`config.mk`:
```
export PLATFORM = sky130hd
export DESIGN_NAME = i2s_tdm_tx
export DESIGN_NICKNAME = d
export VERILOG_FILES = /design/src/rtl/i2s_tdm_tx.sv
export SDC_FILE = /design/constraint.sdc
export NUM_CORES = 1
export LEC_CHECK = 0
export ABC_AREA = 1
export BUFFER_PORTS_ARGS = -buffer_cell sky130_fd_sc_hd__buf_2
export CORE_AREA = 2 2 91 93
export CTS_CLUSTER_DIAMETER = 30
export DETAILED_ROUTE_END_ITERATION = 10
export DIE_AREA = 0 0 93 95
export PLACE_DENSITY = 0.71
export SETUP_SLACK_MARGIN = 0.15
export SLEW_MARGIN = 20
export SYNTH_ARGS = -nofsm -noshare
export SYNTH_HDL_FRONTEND = slang
export SYNTH_SLANG_ARGS = --single-unit
```
`constraint.sdc`:
```
create_clock -name clk_i -period 1.7 [get_ports clk_i]
set_input_delay 0.255 -clock clk_i [delete_from_list [all_inputs] [get_ports clk_i]]
set_output_delay 0.255 -clock clk_i [all_outputs]
set_load 0.05 [all_outputs]
```
`src/rtl/i2s_tdm_tx.sv`:
```
// Single-clock I2S / left-justified TDM transmitter with a one-frame holding buffer.
// Define I2S_TDM_TX_REPEAT_EN to resend the last frame on underrun instead of zeros.
module i2s_tdm_tx #(
  parameter int SAMPLE_W = 16,
  parameter int SLOT_W   = 16,
  parameter int CHANNELS = 2,
  parameter int CLK_DIV  = 2
) (
  input  logic                         clk_i,
  input  logic                         rst_ni,
  input  logic                         en_i,
  input  logic                         mode_i,
  input  logic [CHANNELS*SAMPLE_W-1:0] frame_i,
  input  logic                         frame_valid_i,
  output logic                         frame_ready_o,
  output logic                         underrun_o,
  output logic                         aud_bclk_o,
  output logic                         aud_lrclk_o,
  output logic                         aud_sda_o
);

  localparam int FB   = CHANNELS * SLOT_W;
  localparam int IN_W = CHANNELS * SAMPLE_W;
  localparam int BW   = $clog2(FB);
  localparam int DW   = (CLK_DIV > 1) ? $clog2(CLK_DIV) : 1;
  localparam logic [DW-1:0] DIV_LAST = DW'(CLK_DIV - 1);
  localparam logic [BW-1:0] BIT_LAST = BW'(FB - 1);
  localparam logic [BW-1:0] BIT_HALF = BW'(FB / 2);

  logic [DW-1:0]   div_q;
  logic            bclk_q;
  logic [BW-1:0]   bit_q;
  logic            first_q;
  logic [FB-1:0]   shift_q;
  logic            dly_q;
  logic            lrclk_q;
  logic            mode_q;
  logic            underrun_q;
  logic [IN_W-1:0] hold_q;
  logic            hold_full_q;

  logic            div_wrap;
  logic            fall;
  logic            frame_end;
  logic            boundary;
  logic            accept;
  logic            mode_next;
  logic            lrclk_next;
  logic [BW-1:0]   bit_next;
  logic [IN_W-1:0] load_frame;
  logic [FB-1:0]   shift_next;

`ifdef I2S_TDM_TX_REPEAT_EN
  logic [IN_W-1:0] shadow_q;
`endif

  // Spread each sample into its slot, MSB-aligned, zero-padded below.
  function automatic logic [FB-1:0] format_frame(input logic [IN_W-1:0] f);
    logic [FB-1:0] r;
    r = '0;
    for (int c = 0; c < CHANNELS; c++) begin
      r[FB-1-c*SLOT_W -: SAMPLE_W] = f[IN_W-1-c*SAMPLE_W -: SAMPLE_W];
    end
    return r;
  endfunction

  always_comb begin
    div_wrap  = (div_q == DIV_LAST);
    fall      = en_i && bclk_q && div_wrap;
    frame_end = first_q || (bit_q == BIT_LAST);
    boundary  = fall && frame_end;
    accept    = frame_valid_i && !hold_full_q;
    bit_next  = frame_end ? '0 : bit_q + 1'b1;
    mode_next = boundary ? mode_i : mode_q;
    // I2S leads the delayed data by one BCLK, so left ends up as the low half
    lrclk_next = mode_next ? (bit_next < BIT_HALF) : (bit_next >= BIT_HALF);
    if (hold_full_q) begin
      load_frame = hold_q;
    end else if (frame_valid_i) begin
      load_frame = frame_i;
    end else begin
`ifdef I2S_TDM_TX_REPEAT_EN
      load_frame = shadow_q;
`else
      load_frame = '0;
`endif
    end
    shift_next = boundary ? format_frame(load_frame) : {shift_q[FB-2:0], 1'b0};
  end

  always_ff @(posedge clk_i or negedge rst_ni) begin
    if (!rst_ni) begin
      div_q  <= '0;
      bclk_q <= 1'b0;
    end else if (!en_i) begin
      div_q  <= '0;
      bclk_q <= 1'b0;
    end else if (div_wrap) begin
      div_q  <= '0;
      bclk_q <= ~bclk_q;
    end else begin
      div_q <= div_q + 1'b1;
    end
  end

  always_ff @(posedge clk_i or negedge rst_ni) begin
    if (!rst_ni) begin
      bit_q   <= '0;
      first_q <= 1'b1;
      shift_q <= '0;
      dly_q   <= 1'b0;
      lrclk_q <= 1'b0;
      mode_q  <= 1'b0;
    end else if (!en_i) begin
      bit_q   <= '0;
      first_q <= 1'b1;
      shift_q <= '0;
      dly_q   <= 1'b0;
      lrclk_q <= 1'b0;
    end else if (fall) begin
      bit_q   <= bit_next;
      first_q <= 1'b0;
      shift_q <= shift_next;
      dly_q   <= shift_q[FB-1];
      lrclk_q <= lrclk_next;
      mode_q  <= mode_next;
    end
  end

  // A frame offered in the boundary cycle with the buffer empty bypasses it.
  always_ff @(posedge clk_i or negedge rst_ni) begin
    if (!rst_ni) begin
      hold_q      <= '0;
      hold_full_q <= 1'b0;
      underrun_q  <= 1'b0;
    end else begin
      underrun_q <= boundary && !hold_full_q && !frame_valid_i;
      if (boundary && hold_full_q) begin
        hold_full_q <= 1'b0;
      end else if (accept && !boundary) begin
        hold_q      <= frame_i;
        hold_full_q <= 1'b1;
      end
    end
  end

`ifdef I2S_TDM_TX_REPEAT_EN
  always_ff @(posedge clk_i or negedge rst_ni) begin
    if (!rst_ni) begin
      shadow_q <= '0;
    end else if (boundary && (hold_full_q || frame_valid_i)) begin
      shadow_q <= load_frame;
    end
  end
`endif

  assign frame_ready_o = !hold_full_q;
  assign underrun_o    = underrun_q;
  assign aud_bclk_o    = bclk_q;
  assign aud_lrclk_o   = lrclk_q;
  assign aud_sda_o     = mode_q ? shift_q[FB-1] : dly_q;

endmodule

```
; Yosys cells after proc, flatten, opt, wreduce, memory -nomap -nowiden
; Cells that the tools add are included.
[totals]
reg_bits = 77
inputBits = 37
wordCells = 58
[classes]
n_reduce_logical = 15
bitwise = 2
n_eq_ne = 3
n_lt_le_gt_ge = 2
addsub = 2
muxes = 23
[op_table]
columns = cell, count
row1 = $mux W32, 5
row2 = $mux W1, 15
row3 = $mux W5, 3
row4 = $logic_and A1 B1 Y1, 8
row5 = $add A5 B1 Y5 const B, 1
row6 = $eq A5 B5 Y1 const B, 1
row7 = $ge A5 B5 Y1 const B, 1
row8 = $lt A5 B5 Y1 const B, 1
row9 = $ne A2 B1 Y1 const B, 2
row10 = $reduce_and A2 Y1, 2
row11 = $logic_not A1 Y1, 3
row12 = $not A1 Y1, 2
row13 = $reduce_bool A2 Y1, 1
row14 = $add A1 B1 Y1 const B, 1
row15 = $logic_or A1 B1 Y1, 1

; Logic depth before layout (Yosys ltp)
[logic_depth]
depth_word = 7
mapped_depth = 12
ltp_nobuf = 11

; Least setup slack after synthesis
; Ideal clock, no wire load.
[synth_timing]
path_kind = reg2reg
start = reg bit_q[0]
end = reg shift_q[16]
arrival_ns = 1.613
path_slack_ns = -0.051
setup_ns = 0.137
t_required_ns = 1.563
period_less_slack_ns = 1.751
stages_incl_launch_ff = 11
path_cell_list = dfrtp_1 -> ha_1 -> nand2_1 -> nor2_1 -> ha_1 -> nor2_4 -> buf_4 -> nor2_4 -> buf_4 -> nand2_1 -> o221ai_1
[synth_between]
elab_chain_len = 6
[synth_lines]
columns = item, line_no
row1 = "start, declared", 32  ; logic [BW-1:0] bit_q;
row2 = "start signal, assigned", 121  ; bit_q <= bit_next;
row3 = $eq A5 B5 Y1, 70  ; frame_end = first_q || (bit_q == BIT_LAST);
row4 = $logic_or A1 B1 Y1, 70
row5 = $logic_and A1 B1 Y1, 71  ; boundary = fall && frame_end;
row6 = $mux W32, 88  ; shift_next = boundary ? format_frame(load_frame) : {shift_q[FB-2:0], 1'b0};
row7 = $mux W32, 120  ; end else if (fall) begin
row8 = $mux W32, 114  ; end else if (!en_i) begin
row9 = "end signal, assigned", 123  ; shift_q <= shift_next;
row10 = "end, declared", 34  ; logic [FB-1:0] shift_q;
; No other way between the ends. The select of a mux whose other input is x is not followed.
; A chain may end at the register's enable or synchronous reset.

; Worst setup path after layout
[layout_timing]
start = reg bit_q[1]
end = reg hold_q[14]
[layout_between]
elab_chain_len = 6
word_cells_on_any_way = 8
classes_between = eq/ne (1) / bitwise (1) / reduce/logical (6)
[layout_lines]
columns = item, line_no
row1 = $eq A5 B5 Y1 *, 70
row2 = $logic_or A1 B1 Y1 *, 70
row3 = $logic_and A1 B1 Y1 *, 71
row4 = $logic_not A1 Y1 / $logic_and A1 B1 Y1 (equally long branches), "140, 138"
row5 = $logic_and A1 B1 Y1 / $not A1 Y1 (equally long branches), -
row6 = $reduce_and A2 Y1 (no line) *, -
row7 = "end signal, assigned", 141  ; hold_q <= frame_i;
row8 = "end, declared", 39  ; logic [IN_W-1:0] hold_q;
; Every way passes the cells marked *; elsewhere a longest branch is shown, timed or not.

==> flow_metrics.env <==
export IMPL_power_mw=5.74
export IMPL_ys_ff_latch=77
export IMPL_worstPathArrival_ns=1.94
export IMPL_cts_buffers=9
export IMPL_fin_crit_sh_pct=99.8
export IMPL_maxCapViolations=0
export IMPL_setup_viol=0
export IMPL_cts_tree="built"
export IMPL_initial_core_util_pct=48.5
export IMPL_antenna_found_initial=0
export IMPL_relSlewSlack_pct=67.2
export IMPL_post_route_min_period_ns=1.70
export IMPL_grt_overflow=0
export IMPL_timing_max_transition_violations_final=0
export IMPL_grt_pass1_vias=2889
export IMPL_cts_root_buf="clkbuf_8"
export IMPL_dp_cells=573
export IMPL_io_buffers=41
export IMPL_status="finished, final reports clean"
export IMPL_track_usage_pct=20.0
export IMPL_fmax_mhz=589
export IMPL_finalWirelength_um=8130
export IMPL_yosys_area_top_type="dfrtp_1"
export IMPL_clock_latency_ns=0.35
export IMPL_vias_per_cell=4.94
export IMPL_finalHoldViolations=0
export IMPL_rsz0062_at_grt="yes"
export IMPL_fin_area_um2=4560
export IMPL_drc_errors=0
export IMPL_yosysUniqueCellTypes=33
export IMPL_r2r_start="bit_q[1]"
export IMPL_antenna_cells=0
export IMPL_grt_pass1_wl_um=13800
export IMPL_p_leak_nw=2.24
export IMPL_worst_pin_slew_ns=0.492
export IMPL_start_kind="register"
export IMPL_crit_required_ns=1.94
export IMPL_areaGrowthSynthToFinish_pct=18.6
export IMPL_vias=2936
export IMPL_cts_htree_levels=3
export IMPL_num_nets_final=523
export IMPL_drive_gt1_share_pct=33.9
export IMPL_fp_dieH_um=95
export IMPL_critPathMaxFanout=26
export IMPL_core_area_um2=7930
export IMPL_synth_cells=427
export IMPL_critPathKind="register to register"
export IMPL_grt_max_degree=39
export IMPL_setup_worst_path_end_class="register"
export IMPL_final_util_pct=57.5
export IMPL_final_cells=594
export IMPL_yosys_warnings=0
export IMPL_syn_mean_instance_area_um2=9.00
export IMPL_netlist_area_leader_share_pct=49.5
export IMPL_finalClockSkew_ns=0.0105
export IMPL_die_width_um=93
export IMPL_p_per_area_nw_per_um2=1260
export IMPL_worstSetupStartpoint="bit_q[1]"
export IMPL_finalWeightedCongestion=0.855
export IMPL_place_hpwl_um=5730
export IMPL_clockBufferDepth=2
export IMPL_io_pins=42
export IMPL_worst_setup_hold_path_clk_slew_ns=0.08
export IMPL_drtAntennaViolNets=0
export IMPL_syn_area_um2=3840
export IMPL_yosysSeqAreaShare_pct=50.2
export IMPL_post_dp_cell_area_um2=4260
export IMPL_drt_pre_antenna_iters=4
export IMPL_first_iter_violations=164
export IMPL_dieArea_um2=8840
export IMPL_num_rows=33
export IMPL_cts_sinks=77
export IMPL_min_from="en_i"
export IMPL_holdCritPathClass="primary input to register"
export IMPL_wl_per_cell_um=13.7
export IMPL_irDropWorstVdd_mv=0.819
export IMPL_netlist_top_cells_area="dfrtp_1 49%, nand2_1 11%, o21ai_2 6.8%, inv_1 6.2%, o21ai_0 5.7%"
export IMPL_syn_num_nets=466
-- final cells by class --
cell class              instances  area [um^2]
clock inverters                 5         58.8
flip-flops and latches         77         1930
fillers                       710         3370
inverters                      66          254
well taps                     105          131
repair buffers                 69          490
clock buffers                  11          141
multi-input cells             261         1550
-- cell families (layout without fill, tap and decap cells) --
group	Yosys count	count (layout)	synth area share [%]
xor gates and xnor gates	2	2	0.456
AOI/OAI and AO/OA	113	113	21.1
adders and majority gates	2	2	0.651
DFF	77	77	50.2
and+or+nand+nor	144	144	16.5
buffers and inverters	89	151	11.1
-- state kept, by name, indices dropped and copies added, names as in the netlist --
name	flops
hold_full_q	1
aud_lrclk_o	1
underrun_o	1
mode_q	1
div_q	1
bit_q	5
dly_q	1
first_q	1
shift_q	32
hold_q	32
aud_bclk_o	1
-- Yosys cell counts --
| cell type | count |
|---|---|
| buf_4 | 4 |
| buf_8 | 1 |
| buf_6 | 7 |
| o21ai_2 | 30 |
| inv_1 | 63 |
| inv_2 | 2 |
| o211ai_1 | 7 |
| buf_2 | 6 |
| ha_1 | 2 |
| o21ai_1 | 4 |
| nand3_4 | 1 |
| o221ai_1 | 9 |
| inv_4 | 1 |
| xor2_1 | 1 |
| o21ai_0 | 44 |
| clkbuf_2 | 2 |
| nand3_1 | 6 |
| nor2_8 | 1 |
| nand2_1 | 116 |
| nor3_1 | 1 |
| dfrtp_1 | 76 |
| clkbuf_1 | 3 |
| a22o_1 | 1 |
| a21oi_1 | 8 |
| nand2_4 | 2 |
| o22ai_1 | 2 |
| o21bai_2 | 1 |
| nor2_4 | 2 |
| o221ai_2 | 7 |
| nand2_2 | 10 |
| dfstp_2 | 1 |
| xnor2_1 | 1 |
| nor2_1 | 5 |
-- where the power goes --
part           switching [mW]  leakage [nW]  internal (mW)  total (mW)
combinational            1.12          1.13          0.715        1.84
clock                   0.691        0.0959          0.722        1.41
sequential              0.246          1.01           2.25        2.50
-- stage by stage --
step,setup WS [ns],hold WS (ns),setup TNS (ns)
after floorplan,0.0647,-0.0406,0
after global placement,0.0681,0.253,0
after detailed placement,0.0342,0.257,0
after CTS,0.0134,0.0970,0
after global routing,-0.0712,0.0880,-2.06
final,0.00306,0.109,0
-- timing repair --
| item | in CTS | in global routing |
|---|---|---|
| hold buffers | 1 | 0 |
| setup endpoints to repair | 70 | 72 |
| buffers inserted | 2 | 2 |
| gates resized for setup | 16 | 10 |
| pin swaps | 0 | 2 |
| endpoints found under the hold margin | 35 | 0 |
-- placed cells by master, fill, tap and decap left out, types with 3 or more instances in the layout --
master      instances
buf_2              40
nor2_1              5
o21ai_1            11
a21oi_1             8
nand2_2            29
buf_12              5
clkbuf_8           10
o221ai_1            9
buf_4              21
nand3_1             6
o21ai_2            33
inv_1              62
o21ai_0            34
o221ai_2            7
o211ai_1            7
dfrtp_1            76
clkinvlp_4          3
nand2_1            97
-- worst paths after layout --
check / to / slack, ns / depth (start not counted)
setup / recovery: hold_q[14] / 0.003 / 11
hold / removal: first_q / 0.11 / 2
setup reg to reg: hold_q[14] / 0.003 / 11
hold reg to reg: hold_q[12] / 0.49 / 2
max in group asynchronous: first_q / 0.68 / 3
min in group asynchronous: hold_q[11] / 0.41 / 2
-- critical path, stage by stage (launching register included) --
cell	delay (ns)
dfrtp_1	0.40
ha_2	0.19
nand2_1	0.06
nor2_1	0.04
ha_2	0.19
nor2_4	0.11
inv_2	0.06
nand2_4	0.06
nand3_4	0.13
buf_12	0.20
nand2_1	0.08
o21ai_2	0.05
-- routing by layer --
layer	vias up	share of wire (%)	track usage (%)
li1	1491	-	-
met1	1383	49	28.8
met2	58	46	29.4
met3	4	4.0	2.87
met4	0	1.1	10.5
met5	-	0	0
Note: power is estimated with default switching activity, not from simulation.
